$ cat config.mk
export PLATFORM = sky130hd
export DESIGN_NAME = fetch_unit_flat
export DESIGN_NICKNAME = d
export VERILOG_FILES = /design/src/rtl/fetch_pkg.sv /design/src/rtl/fetch_if.sv /design/src/rtl/inst_queue.sv /design/src/rtl/fetch_unit.sv /design/src/flat_wrapper.sv
export SDC_FILE = /design/constraint.sdc
export NUM_CORES = 1
export LEC_CHECK = 0
export CAP_MARGIN = 20
export CORE_UTILIZATION = 45
export CTS_CLUSTER_DIAMETER = 100
export DETAILED_ROUTE_END_ITERATION = 10
export PLACE_DENSITY = 0.66
export SLEW_MARGIN = 20
export SYNTH_ARGS = -nofsm -noshare
export SYNTH_HDL_FRONTEND = slang
export SYNTH_SLANG_ARGS = --single-unit
$ cat constraint.sdc
create_clock -name clk -period 7.1 [get_ports clk]
set_clock_uncertainty 0.2 [all_clocks]
set_input_delay 1.42 -clock clk [delete_from_list [all_inputs] [get_ports clk]]
set_output_delay 1.42 -clock clk [all_outputs]
set_load 0.1 [all_outputs]
$ cat src/rtl/fetch_pkg.sv
// Shared types and defaults for the instruction-fetch front end.
// Entries pair a fetch PC with its instruction word.
package fetch_pkg;

  localparam int FETCH_W     = 32;
  localparam int FETCH_DEPTH = 4;
  localparam int CNT_W       = $clog2(FETCH_DEPTH) + 1;

  localparam logic [FETCH_W-1:0] DEFAULT_RESET_PC = '0;
  localparam logic [FETCH_W-1:0] DEFAULT_PC_INC   = 32'd4;

  typedef struct packed {
    logic [FETCH_W-1:0] pc;
    logic [FETCH_W-1:0] inst;
  } fetch_entry_t;

  // RUN: every response is kept. DRAIN: responses from flushed fetches are still due.
  typedef enum logic {
    ST_RUN   = 1'b0,
    ST_DRAIN = 1'b1
  } fetch_state_t;

endpackage

$ cat src/rtl/fetch_if.sv
// Fetch-unit bus bundle: redirect input, instruction-memory request/response, decode queue.
// Handshakes: a transfer happens on a rising edge where valid & ready are both high;
// a valid source holds its payload stable until that edge (a redirect may withdraw
// imem_req_valid); imem_rsp_valid has no ready and is accepted unconditionally.
interface fetch_if #(
  parameter int W = 32
);
  logic         redirect_valid;
  logic [W-1:0] redirect_pc;
  logic         imem_req_valid;
  logic         imem_req_ready;
  logic [W-1:0] imem_req_addr;
  logic         imem_rsp_valid;
  logic [W-1:0] imem_rsp_data;
  logic         inst_valid;
  logic         inst_ready;
  logic [W-1:0] inst_data;
  logic [W-1:0] inst_pc;

  modport master (
    input  redirect_valid, redirect_pc, imem_req_ready, imem_rsp_valid, imem_rsp_data, inst_ready,
    output imem_req_valid, imem_req_addr, inst_valid, inst_data, inst_pc
  );

  modport slave (
    output redirect_valid, redirect_pc, imem_req_ready, imem_rsp_valid, imem_rsp_data, inst_ready,
    input  imem_req_valid, imem_req_addr, inst_valid, inst_data, inst_pc
  );
endinterface

$ cat src/rtl/inst_queue.sv
// Registered FIFO of fetch entries with synchronous flush.
// Push and pop together while empty passes the entry straight through without storing it.
module inst_queue
  import fetch_pkg::*;
#(
  parameter int DEPTH = FETCH_DEPTH,
  parameter int CW    = $clog2(DEPTH) + 1
) (
  input  logic         clk,
  input  logic         reset_n,
  input  logic         flush,
  input  logic         push,
  input  fetch_entry_t push_entry,
  input  logic         pop,
  output fetch_entry_t head,
  output logic         full,
  output logic         empty,
  output logic [CW-1:0] count
);

  localparam int AW = $clog2(DEPTH);

  fetch_entry_t  mem [DEPTH];
  logic [AW-1:0] wr_ptr;
  logic [AW-1:0] rd_ptr;
  logic [CW-1:0] cnt;
  logic          do_pass;
  logic          do_push;
  logic          do_pop;

  assign empty   = (cnt == '0);
  assign full    = (cnt == CW'(DEPTH));
  assign count   = cnt;
  assign head    = mem[rd_ptr];
  assign do_pass = push && pop && empty;
  assign do_push = push && !do_pass;
  assign do_pop  = pop && !empty;

  always_ff @(posedge clk or negedge reset_n) begin
    if (!reset_n) begin
      wr_ptr <= '0;
      rd_ptr <= '0;
      cnt    <= '0;
      for (int i = 0; i < DEPTH; i++) mem[i] <= '0;
    end else if (flush) begin
      wr_ptr <= '0;
      rd_ptr <= '0;
      cnt    <= '0;
    end else begin
      if (do_push) begin
        mem[wr_ptr] <= push_entry;
        wr_ptr      <= wr_ptr + AW'(1);
      end
      if (do_pop) rd_ptr <= rd_ptr + AW'(1);
      cnt <= cnt + CW'(do_push) - CW'(do_pop);
    end
  end

endmodule

$ cat src/rtl/fetch_unit.sv
// Instruction-fetch front end: credit-limited in-order requests, response queue, redirect flush.
// Define FETCH_BYPASS_EN to forward a response straight to decode when the queue is empty.
module fetch_unit
  import fetch_pkg::*;
#(
  parameter int           W        = FETCH_W,
  parameter int           DEPTH    = FETCH_DEPTH,
  parameter logic [W-1:0] PC_INC   = DEFAULT_PC_INC,
  parameter logic [W-1:0] RESET_PC = DEFAULT_RESET_PC
) (
  input  logic         clk,
  input  logic         reset_n,
  fetch_if.master      bus,
  output fetch_state_t dbg_state
);

  localparam int         CW      = $clog2(DEPTH) + 1;
  localparam logic [CW:0] DEPTH_C = (CW+1)'(DEPTH);

  fetch_state_t  state_q, state_d;
  logic [W-1:0]  fetch_pc_q, fetch_pc_d;
  logic [W-1:0]  rsp_pc_q, rsp_pc_d;
  logic [CW-1:0] out_q, out_d;
  logic [CW-1:0] drop_q, drop_d;

  logic [CW-1:0] occ;
  logic [CW:0]   inflight;
  logic          q_full, q_empty, q_push, q_pop;
  fetch_entry_t  q_head, rsp_entry;
  logic          req_valid, req_fire, rsp_keep, bypass, inst_valid_w;

  // Dropped-but-pending responses still hold a credit, so DRAIN can keep fetching.
  assign inflight  = {1'b0, occ} + {1'b0, out_q};
  assign req_valid = reset_n && !bus.redirect_valid && (inflight < DEPTH_C);
  assign req_fire  = req_valid && bus.imem_req_ready;
  assign rsp_keep  = bus.imem_rsp_valid && (drop_q == '0) && !bus.redirect_valid;
  assign rsp_entry = '{pc: rsp_pc_q, inst: bus.imem_rsp_data};

`ifdef FETCH_BYPASS_EN
  assign bypass = rsp_keep && q_empty;
`else
  assign bypass = 1'b0;
`endif

  assign inst_valid_w       = !q_empty || bypass;
  assign q_push             = rsp_keep;
  assign q_pop              = inst_valid_w && bus.inst_ready;
  assign bus.imem_req_valid = req_valid;
  assign bus.imem_req_addr  = fetch_pc_q;
  assign bus.inst_valid     = inst_valid_w;
  assign bus.inst_data      = bypass ? bus.imem_rsp_data : q_head.inst;
  assign bus.inst_pc        = bypass ? rsp_pc_q : q_head.pc;
  assign dbg_state          = state_q;

  inst_queue #(.DEPTH(DEPTH), .CW(CW)) u_queue (
    .clk        (clk),
    .reset_n    (reset_n),
    .flush      (bus.redirect_valid),
    .push       (q_push),
    .push_entry (rsp_entry),
    .pop        (q_pop),
    .head       (q_head),
    .full       (q_full),
    .empty      (q_empty),
    .count      (occ)
  );

  always_comb begin
    fetch_pc_d = fetch_pc_q;
    rsp_pc_d   = rsp_pc_q;
    drop_d     = drop_q;
    out_d      = out_q + CW'(req_fire) - CW'(bus.imem_rsp_valid);
    if (bus.redirect_valid) begin
      // Everything still owed by memory after this edge belongs to the old stream.
      fetch_pc_d = bus.redirect_pc;
      rsp_pc_d   = bus.redirect_pc;
      drop_d     = out_d;
    end else begin
      if (req_fire) fetch_pc_d = fetch_pc_q + PC_INC;
      if (bus.imem_rsp_valid) begin
        if (drop_q != '0) drop_d = drop_q - CW'(1);
        else              rsp_pc_d = rsp_pc_q + PC_INC;
      end
    end
    state_d = (drop_d != '0) ? ST_DRAIN : ST_RUN;
  end

  always_ff @(posedge clk or negedge reset_n) begin
    if (!reset_n) begin
      state_q    <= ST_RUN;
      fetch_pc_q <= RESET_PC;
      rsp_pc_q   <= RESET_PC;
      out_q      <= '0;
      drop_q     <= '0;
    end else begin
      state_q    <= state_d;
      fetch_pc_q <= fetch_pc_d;
      rsp_pc_q   <= rsp_pc_d;
      out_q      <= out_d;
      drop_q     <= drop_d;
    end
  end

  a_no_overflow: assert property (@(posedge clk) disable iff (!reset_n)
    !(q_push && q_full && !q_pop && !bus.redirect_valid));

endmodule

$ cat src/flat_wrapper.sv
// flat-port wrapper written by rule: the top's interface ports become plain ports
module fetch_unit_flat import fetch_pkg::*;
#(
  parameter int           W        = FETCH_W,
  parameter int           DEPTH    = FETCH_DEPTH,
  parameter logic [W-1:0] PC_INC   = DEFAULT_PC_INC,
  parameter logic [W-1:0] RESET_PC = DEFAULT_RESET_PC
)
  (clk, reset_n, dbg_state, bus_redirect_valid, bus_redirect_pc, bus_imem_req_ready, bus_imem_rsp_valid, bus_imem_rsp_data, bus_inst_ready, bus_imem_req_valid, bus_imem_req_addr, bus_inst_valid, bus_inst_data, bus_inst_pc);
  fetch_if #(.W(W)) bus_i ();
  input  logic clk;
  input  logic reset_n;
  output fetch_state_t dbg_state;
  input wire logic [$bits(bus_i.redirect_valid)-1:0] bus_redirect_valid;
  input wire logic [$bits(bus_i.redirect_pc)-1:0] bus_redirect_pc;
  input wire logic [$bits(bus_i.imem_req_ready)-1:0] bus_imem_req_ready;
  input wire logic [$bits(bus_i.imem_rsp_valid)-1:0] bus_imem_rsp_valid;
  input wire logic [$bits(bus_i.imem_rsp_data)-1:0] bus_imem_rsp_data;
  input wire logic [$bits(bus_i.inst_ready)-1:0] bus_inst_ready;
  output wire logic [$bits(bus_i.imem_req_valid)-1:0] bus_imem_req_valid;
  output wire logic [$bits(bus_i.imem_req_addr)-1:0] bus_imem_req_addr;
  output wire logic [$bits(bus_i.inst_valid)-1:0] bus_inst_valid;
  output wire logic [$bits(bus_i.inst_data)-1:0] bus_inst_data;
  output wire logic [$bits(bus_i.inst_pc)-1:0] bus_inst_pc;
  assign bus_i.redirect_valid = bus_redirect_valid;
  assign bus_i.redirect_pc = bus_redirect_pc;
  assign bus_i.imem_req_ready = bus_imem_req_ready;
  assign bus_i.imem_rsp_valid = bus_imem_rsp_valid;
  assign bus_i.imem_rsp_data = bus_imem_rsp_data;
  assign bus_i.inst_ready = bus_inst_ready;
  assign bus_imem_req_valid = bus_i.imem_req_valid;
  assign bus_imem_req_addr = bus_i.imem_req_addr;
  assign bus_inst_valid = bus_i.inst_valid;
  assign bus_inst_data = bus_i.inst_data;
  assign bus_inst_pc = bus_i.inst_pc;
  fetch_unit #(.W(W), .DEPTH(DEPTH), .PC_INC(PC_INC), .RESET_PC(RESET_PC)) u_core (.clk(clk), .reset_n(reset_n), .bus(bus_i), .dbg_state(dbg_state));
endmodule
==> flow_metrics.py, run 1 <==
metrics = {
    "drt": {
        "ant_nets": 0,
        "drt_iter0_drc": 516,
        "wirelength_um": 36150,
        "drc": 0,
        "via_per_inst": 5.754,
        "wl_per_cell_um": 20.06,
        "dr_total_vias": 10368,
        "drt_first_pass_iters": 5,
    },
    "grt": {
        "track_usage_pct": 20.77,
        "grt-ovfl-total": 0,
        "grt_pass1_wl_um": 59420,
        "antenna_found_initial": 0,
        "grt_start_max_net_pins": 142,
        "grt_pass1_vias": 10809,
    },
    "yosys": {
        "ys.flop_type": "dfrtp_1",
        "yosysUniqueCellTypes": 64,
        "synth.area.top_cells": "dfrtp_1, mux2_1, mux4_2",
        "synth_edf_count": 0,
        "ys_seq_area_share_pct": 52.48,
        "synth_area_leader_cell": "dfrtp_1",
        "synth_fp_nets": 1277,
        "syn_inst": 1191,
        "ys_async_sr_fraction_pct": 100.0,
        "netlist.area_leader.share_pct": 52.48,
        "syn_area_per_cell_um2": 13.37,
        "yosys_warnings": 0,
        "synth_area_um2": 15930,
        "ys_ff_latch": 334,
    },
    "timing": {
        "finalMaxSlewViolations": 0,
        "fin_crit_sh_pct": 74.49,
        "rsz0062_at_grt": "no",
        "setup_viol": 0,
        "fin_crit_ns": 5.289,
        "worstMarginPinSlew_ns": 1.090,
        "setup_tns_ns": 0,
        "timing.fmax_mhz": 189.1,
        "slew_headroom_pct": 27.13,
        "final_hold_viol_count": 0,
    },
    "power_and_ir_drop": {
        "power.switching_w": 0.003598,
        "pwr-share-comb_pct": 44.9,
        "leakagePower_nw": 8.719,
        "internal_power_w": 0.004450,
        "swShare_pct": 44.71,
        "vdd_drop_max_mv": 0.5171,
        "pwr_density_cell_nw_per_um2": 420.8,
        "pwr-share-clk_pct": 23.5,
        "p_seq_share_pct": 31.6,
    },
    "min_path": {
        "min-delay-path-class": "register to register",
    },
    "clock_tree": {
        "cts.sinks": 334,
        "cts-buffers-inserted": 37,
        "cts_tree": "done",
        "cts_resized": 0,
        "clock_path_buffers": 3,
        "cts-root-buf": "clkbuf_16",
        "cts_setup_buffers": 0,
        "clkSlewWorstSetupHoldPaths_ns": 0.06,
        "htree_levels": 2,
        "clk_latency_ns": 0.51,
        "cts_hold_buffers": 0,
    },
    "floorplanning": {
        "ios": 169,
        "dieArea_um2": 36150,
        "row_count": 68,
        "die_h_um": 190.1,
        "die_w_um": 190.1,
        "fp.coreArea_um2": 34710,
        "start_util_pct": 45.88,
    },
    "worst_setup_path": {
        "reg2reg_depth": 7,
        "cp-end-kind": "output port",
        "critPathLaunchType": "primary input",
        "critical_path_required_ns": 5.48,
        "crit_arrival_ns": 3.67,
        "r2r_end": "u_core.u_queue.mem[138]",
        "critical_path.startpoint": "reset_n",
        "worstPathMaxFanout": 71,
        "crit_path_end": "bus_imem_req_valid",
        "worst_r2r_startpoint": "u_core.drop_q[0]",
        "reg2reg_slack_ns": 3.49,
        "critical_path_class": "primary input to output port",
    },
    "finish": {
        "drive_gt1_share_pct": 11.95,
        "antenna_cells": 0,
        "instances_no_fill": 1802,
        "fin_nets": 1412,
        "synthToLayoutAreaGrowth_pct": 20.10,
    },
    "job": {
        "maxCapViolCount": 0,
    },
    "place": {
        "placed_cells": 1742,
        "portBuffers": 168,
        "gp_congestion": 0.8383,
        "post-dp-hpwl_um": 23040,
    },
    "status": {
        "status": "completed",
    },
}
==> per-stage QoR <==
step	hold WS, ns	power, W	utilization, %	area (um^2)	worst slack [ns]
global placement	0.2682	0.006161	51.68	17940	1.808
detailed placement	0.2755	0.006214	51.68	17940	1.812
global route	0.2943	0.008375	55.10	19130	1.668
finish	0.2828	0.008048	55.10	19130	1.811
CTS	0.2883	0.008137	55.10	19130	1.794
floorplan	0.2587	0.005343	-	15930	2.957
==> synthesized netlist by cell type (17+ instances only) <==
cell type,count
a211oi_1,17
nand4_1,20
nor3_1,19
mux4_2,64
nor4_1,23
dfrtp_1,334
clkbuf_1,35
mux2_1,257
nor2_1,50
buf_2,39
inv_1,35
nand3_1,27
nand2_1,43
==> flip-flops by register name, indices dropped and copies added, names as in the netlist <==
signal,flops
u_core.bus.imem_req_addr,32
u_core.dbg_state,1
u_core.drop_q,3
u_core.out_q,3
u_core.rsp_pc_q,32
u_core.u_queue.count,3
u_core.u_queue.mem,256
u_core.u_queue.rd_ptr,2
u_core.u_queue.wr_ptr,2
==> power groups by stage <==
stage	logic [W]	registers [W]	clock network (W)
2_1_floorplan	0.00278	0.00256	0
3_3_place_gp	0.00360	0.00256	0
3_5_place_dp	0.00363	0.00258	0
4_1_cts	0.00364	0.00255	0.00195
5_1_grt	0.00375	0.00260	0.00202
6_report	0.00361	0.00254	0.00189
==> layout by cell type, fill, tap and decap left out, drive strengths merged, types with 7 or more instances in the layout <==
| master | instances |
|---|---|
| nor2 | 50 |
| clkdlybuf4s50 | 166 |
| dfrtp | 334 |
| mux4 | 64 |
| nand2b | 9 |
| xnor2 | 12 |
| nand2 | 43 |
| a21oi | 14 |
| and3 | 15 |
| or3 | 7 |
| buf | 15 |
| and4 | 15 |
| ha | 14 |
| inv | 37 |
| mux2 | 257 |
| a31oi | 14 |
| o31a | 9 |
| nand4 | 20 |
| clkbuf | 44 |
| o311a | 7 |
| nor3 | 20 |
| nor4 | 25 |
| nand3 | 29 |
| clkinv | 11 |
| o21ai | 20 |
| a211oi | 24 |
==> worst max-delay path, cell delays in order <==
cell             delay, ns
buf_8                 0.39
nor3b_2               0.44
and3_1                0.22
clkdlybuf4s50_1       1.14
==> metal layers <==
layer | vias up | routed length [um] | track usage, %
met1 | 5301 | 16970 | 30.02
met4 | 0 | 748 | 5.242
li1 | 4713 | - | -
met5 | - | 0 | 0
met2 | 299 | 16620 | 32.73
met3 | 55 | 1819 | 3.154
==> worst min path at each step <==
stage / slack, ns / cells past startpoint / startpoint / endpoint
after detailed placement: 0.28 / 1 / u_core.u_queue.mem[113] / u_core.u_queue.mem[113]
after global routing: 0.29 / 1 / u_core.u_queue.mem[10] / u_core.u_queue.mem[10]
after CTS: 0.29 / 1 / u_core.u_queue.mem[113] / u_core.u_queue.mem[113]
after floorplan: 0.26 / 1 / u_core.u_queue.mem[100] / u_core.u_queue.mem[100]
after global placement: 0.27 / 1 / u_core.u_queue.mem[120] / u_core.u_queue.mem[120]
final: 0.28 / 1 / u_core.u_queue.mem[102] / u_core.u_queue.mem[102]
==> final cells by class <==
type                    instances  area, um^2
multi-input cells             735        7076
well taps                     455       569.3
clock buffers                  44        1002
fillers                      2923       15590
clock inverters                16       182.7
inverters                      37       138.9
repair buffers                181        1794
flip-flops and latches        334        8363
==> kinds of logic after synthesis <==
logic type / count (synthesis) / synth area share, %
DFF: 334 / 52.48
muxes: 323 / 27.35
and+or+nand+nor: 262 / 9.169
buffers and inverters: 122 / 3.276
AOI/OAI and AO/OA: 118 / 5.492
xor gates and xnor gates: 16 / 0.8799
adders and majority gates: 16 / 1.351
No activity file was read; power rests on OpenSTA's default activity.
==> inputs of run 2 (changes only) <==
Settings changed: PLACE_DENSITY 0.66 to 0.68.
Clock period 7.1 ns to 4.4 ns, I/O delays scaled along.
==> flow_metrics.py, run 2 (synthesis gave the netlist of run 1 again) <==
metrics = {
    "power_and_ir_drop": {
        "power.switching_w": 0.005840,
        "pwr-share-clk_pct": 22.9,
        "vdd_drop_max_mv": 0.6340,
        "pwr-share-comb_pct": 45.5,
        "p_seq_share_pct": 31.6,
        "leakagePower_nw": 8.894,
        "pwr_density_cell_nw_per_um2": 669.0,
        "internal_power_w": 0.006963,
        "swShare_pct": 45.61,
    },
    "worst_setup_path": {
        "worstPathMaxFanout": 18,
        "critPathLaunchType": "primary input",
        "crit_arrival_ns": 3.84,
        "critical_path_required_ns": 4.59,
        "cp-end-kind": "register",
        "critical_path_class": "primary input to register",
    },
    "clock_tree": {
        "htree_levels": 2,
        "clock_path_buffers": 3,
        "cts_tree": "done",
        "cts.sinks": 334,
        "cts-root-buf": "clkbuf_16",
        "clkSlewWorstSetupHoldPaths_ns": 0.06,
        "cts_setup_buffers": 0,
        "cts_resized": 0,
        "cts-buffers-inserted": 37,
        "cts_hold_buffers": 1,
        "clk_latency_ns": 0.52,
    },
    "timing": {
        "final_hold_viol_count": 0,
        "slew_headroom_pct": 34.11,
        "timing.fmax_mhz": 273.6,
        "finalWorstSetupSlack_ns": 0.7453,
        "fin_crit_ns": 3.655,
        "rsz0062_at_grt": "no",
        "setup_viol": 0,
        "fin_crit_sh_pct": 83.06,
        "worstMarginPinSlew_ns": 0.9853,
        "setup_tns_ns": 0,
        "finalMaxSlewViolations": 0,
    },
    "drt": {
        "wl_per_cell_um": 20.27,
        "via_per_inst": 5.809,
        "ant_nets": 0,
        "dr_total_vias": 10572,
        "wirelength_um": 36900,
        "drt_first_pass_iters": 5,
        "drt_iter0_drc": 580,
        "drc": 0,
    },
    "place": {
        "portBuffers": 168,
        "gp_congestion": 0.8203,
        "post-dp-hpwl_um": 24600,
        "dp_worst_setup_slack_ns": 0.8494,
    },
    "grt": {
        "antenna_found_initial": 0,
        "track_usage_pct": 21.02,
        "grt-ovfl-total": 0,
        "grt_pass1_vias": 11218,
        "grt_pass1_wl_um": 60330,
        "grt_start_max_net_pins": 138,
    },
    "finish": {
        "mostFrequentLayoutCells": "dfrtp_1, mux2_1, clkdlybuf4s50_1, buf_4, mux4_2",
        "largest_reg_flops": 256,
        "n_fill_cell": 2933,
        "regMostFlops": "u_core.u_queue.mem",
        "antenna_cells": 0,
        "fin_nets": 1428,
        "synthToLayoutAreaGrowth_pct": 20.18,
        "utilization_pct": 55.13,
        "final_common_cell": "dfrtp_1",
        "drive_gt1_share_pct": 17.36,
    },
    "floorplanning": {
        "start_util_pct": 45.88,
        "die_h_um": 190.1,
        "dieArea_um2": 36150,
        "die_w_um": 190.1,
        "row_count": 68,
        "ios": 169,
        "fp.coreArea_um2": 34710,
    },
    "min_path": {
        "min-delay-path-class": "register to register",
    },
    "job": {
        "maxCapViolCount": 0,
    },
    "status": {
        "status": "completed",
    },
}
[run 2: final timing paths]
path,slack [ns],end,start,depth (start not counted)
min in group asynchronous,0.58,u_core.u_queue.mem[6],reset_n,2
max in group asynchronous,1.72,u_core.bus.imem_req_addr[28],reset_n,4
hold reg to reg,0.28,u_core.u_queue.mem[97],u_core.u_queue.mem[97],1
setup / recovery,0.75,u_core.dbg_state,reset_n,10
setup reg to reg,1.27,u_core.dbg_state,u_core.u_queue.count[2],9
hold / removal,0.28,u_core.u_queue.mem[97],u_core.u_queue.mem[97],1
[run 2: final cells by class]
cell class | count | area, um^2 | area share, %
Inverter | 37 | 138.9 | 0.7257
Clock inverter | 8 | 43.79 | 0.2288
Tap cell | 455 | 569.3 | 2.975
Multi-Input combinational cell | 735 | 7076 | 36.97
Sequential cell | 334 | 8363 | 43.70
Clock buffer | 54 | 1102 | 5.760
Timing Repair Buffer | 197 | 1846 | 9.643
[run 2: power by group through the flow]
stage	logic [W]	registers [W]	clock network, W
after floorplan	0.00449	0.00413	0
after global placement	0.00581	0.00407	0
after detailed placement	0.00586	0.00410	0
after CTS	0.00587	0.00405	0.00301
after global routing	0.00605	0.00413	0.00313
final	0.00582	0.00405	0.00293
[run 2: metrics by stage]
stage / area (um^2) / std cells / hold slack (ns) / power, W
2_1_floorplan: 15930 / 1191 / 0.2587 / 0.008621
3_5_place_dp: 17980 / 1757 / 0.2771 / 0.009959
3_3_place_gp: 17980 / 1757 / 0.2678 / 0.009879
5_1_grt: 19140 / 1820 / 0.2997 / 0.01330
4_1_cts: 19130 / 1820 / 0.2903 / 0.01293
6_report: 19140 / 1820 / 0.2845 / 0.01280
[run 2: critical path, stage by stage]
cell and delay [ns]:
dlygate4sd3_1 0.56, buf_8 0.21, nor3b_2 0.38, nand4_1 0.44, inv_2 0.17, ha_1 0.19
fa_1 0.44, nand2_1 0.09, o31ai_1 0.08, or3_1 0.39
[run 2: routing by layer]
layer	GRT usage, %	share of wire, %
met5	0	0
met3	3.339	5.0
met2	34.56	48
met1	29.15	45
met4	5.149	1.9
==> inputs of run 3 (changes only) <==
Settings changed: PLACE_DENSITY 0.68 to 0.66.
Clock period 4.4 ns to 3.65 ns, I/O delays scaled along.
==> flow_metrics.py, run 3 (synthesis gave the netlist of run 1 again) <==
metrics = {
    "clock_tree": {
        "cts.sinks": 334,
        "cts_tree": "done",
        "clk_latency_ns": 0.52,
        "cts-buffers-inserted": 38,
        "cts_resized": 0,
        "clkSlewWorstSetupHoldPaths_ns": 0.06,
        "cts_hold_buffers": 1,
        "cts_setup_buffers": 0,
        "cts-root-buf": "clkbuf_16",
        "htree_levels": 2,
        "clock_path_buffers": 3,
    },
    "place": {
        "portBuffers": 168,
        "gp_congestion": 0.8321,
        "post-dp-hpwl_um": 24220,
        "placed_cells": 1758,
    },
    "timing": {
        "final_hold_viol_count": 0,
        "setup_viol": 0,
        "slew_headroom_pct": 35.47,
        "fin_crit_ns": 3.332,
        "finalMaxSlewViolations": 0,
        "worstMarginPinSlew_ns": 0.9650,
        "timing.fmax_mhz": 300.1,
        "fin_crit_sh_pct": 91.29,
        "rsz0062_at_grt": "no",
        "setup_tns_ns": 0,
    },
    "min_path": {
        "hold_start": "u_core.u_queue.mem[95]",
        "hold_depth": 1,
        "whs_endpoint": "u_core.u_queue.mem[95]",
        "min-delay-path-class": "register to register",
    },
    "finish": {
        "synthToLayoutAreaGrowth_pct": 20.99,
        "final_common_cell": "dfrtp_1",
        "regMostFlops": "u_core.u_queue.mem",
        "largest_reg_flops": 256,
        "fin_nets": 1430,
        "n_fill_cell": 2906,
        "instances_no_fill": 1827,
        "mostFrequentLayoutCells": "dfrtp_1, mux2_1, buf_4, clkdlybuf4s50_1, mux4_2",
        "drive_gt1_share_pct": 19.99,
    },
    "floorplanning": {
        "die_w_um": 190.1,
        "ios": 169,
        "start_util_pct": 45.88,
        "dieArea_um2": 36150,
        "die_h_um": 190.1,
        "fp.coreArea_um2": 34710,
        "row_count": 68,
    },
    "worst_setup_path": {
        "critical_path_class": "register to output port",
        "critPathLaunchType": "register",
        "reg2reg_slack_ns": 0.88,
        "cp-end-kind": "output port",
        "crit_arrival_ns": 2.40,
        "slowest_delay_ns": 0.70,
        "reg2reg_depth": 9,
        "critPathSlowestCell": "dfrtp_4",
        "cpMostUsedCell": "buf_4",
        "worstPathCellList": "buf_4 -> mux4_2 -> buf_4",
        "worst_r2r_startpoint": "u_core.u_queue.count[1]",
        "r2r_end": "u_core.dbg_state",
        "critical_path_required_ns": 2.72,
        "worstPathMaxFanout": 19,
    },
    "power_and_ir_drop": {
        "swShare_pct": 44.75,
        "pwr_density_cell_nw_per_um2": 817.2,
        "p_seq_share_pct": 31.0,
        "power.switching_w": 0.007045,
        "pwr-share-comb_pct": 45.1,
        "leakagePower_nw": 9.012,
        "pwr-share-clk_pct": 23.9,
        "internal_power_w": 0.008699,
        "vdd_drop_max_mv": 0.7649,
    },
    "drt": {
        "wirelength_met1_um": 17060,
        "dr_wl_met3_um": 1696,
        "drc": 0,
        "drt_first_pass_iters": 5,
        "wirelength_um": 36440,
        "wl_per_cell_um": 19.94,
        "drt_iter0_drc": 668,
        "dr_total_vias": 10569,
        "ant_nets": 0,
        "met2RoutedLength_um": 16980,
        "top_layer_used": "met4",
        "via_per_inst": 5.785,
    },
    "grt": {
        "grt_pass1_wl_um": 59560,
        "grt_start_max_net_pins": 155,
        "antenna_found_initial": 0,
        "grt-ovfl-total": 0,
        "grt_pass1_vias": 10718,
        "track_usage_pct": 20.93,
    },
    "status": {
        "status": "completed",
    },
    "job": {
        "maxCapViolCount": 0,
    },
}
## run 3: stage by stage
stage                     total power [W]  utilization, %  setup WS (ns)  hold WS [ns]  instance area (um^2)
final                             0.01574           55.50         0.3180        0.2856                 19270
after global routing              0.01641           55.50         0.1917        0.2976                 19260
after CTS                         0.01594           55.49         0.2447        0.2892                 19260
after detailed placement          0.01211           51.86         0.3489        0.2756                 18000
after global placement            0.01201           51.86         0.4018        0.2679                 18000
after floorplan                   0.01039               -         0.8440        0.2344                 15930
## run 3: how the worst max path moves through the flow
stage                                        start  cells past startpoint  slack [ns]          endpoint
after global placement          bus_imem_rsp_valid                      8        0.40  u_core.dbg_state
after floorplan                            reset_n                      9        0.84  u_core.dbg_state
final                     u_core.u_queue.rd_ptr[0]                      3        0.32  bus_inst_data[7]
after CTS                 u_core.u_queue.rd_ptr[0]                      3        0.24  bus_inst_data[7]
after detailed placement        bus_imem_rsp_valid                      8        0.35  u_core.dbg_state
after global routing      u_core.u_queue.rd_ptr[0]                      3        0.19  bus_inst_data[1]
## run 3: layer usage
layer | vias to the layer above | global-route usage [%]
met3 | 49 | 2.933
met4 | 0 | 5.180
met5 | - | 0
met1 | 5452 | 30.24
li1 | 4780 | -
met2 | 288 | 33.23
## run 3: power by group through the flow
stage          clock [W]  combinational, W  sequential (W)
3_5_place_dp           0           0.00716         0.00495
2_1_floorplan          0           0.00541         0.00498
4_1_cts          0.00388           0.00717         0.00489
6_report         0.00376           0.00709         0.00489
5_1_grt          0.00403           0.00739         0.00499
3_3_place_gp           0           0.00709         0.00492
## run 3: cell type report
type	count	area, um^2	share of cell area [%]
repair buffers	198	1871	9.708
clock inverters	8	96.34	0.5000
well taps	455	569.3	2.955
inverters	37	138.9	0.7208
flip-flops and latches	334	8363	43.41
clock buffers	59	1151	5.974
diodes	1	2.502	0.01299
multi-input cells	735	7076	36.72
## run 3: critical path: cells and delay by family (launching register included)
family	cells	cell delay (ns)
buffers and inverters	2	0.60
muxes	1	0.56
DFF	1	0.70
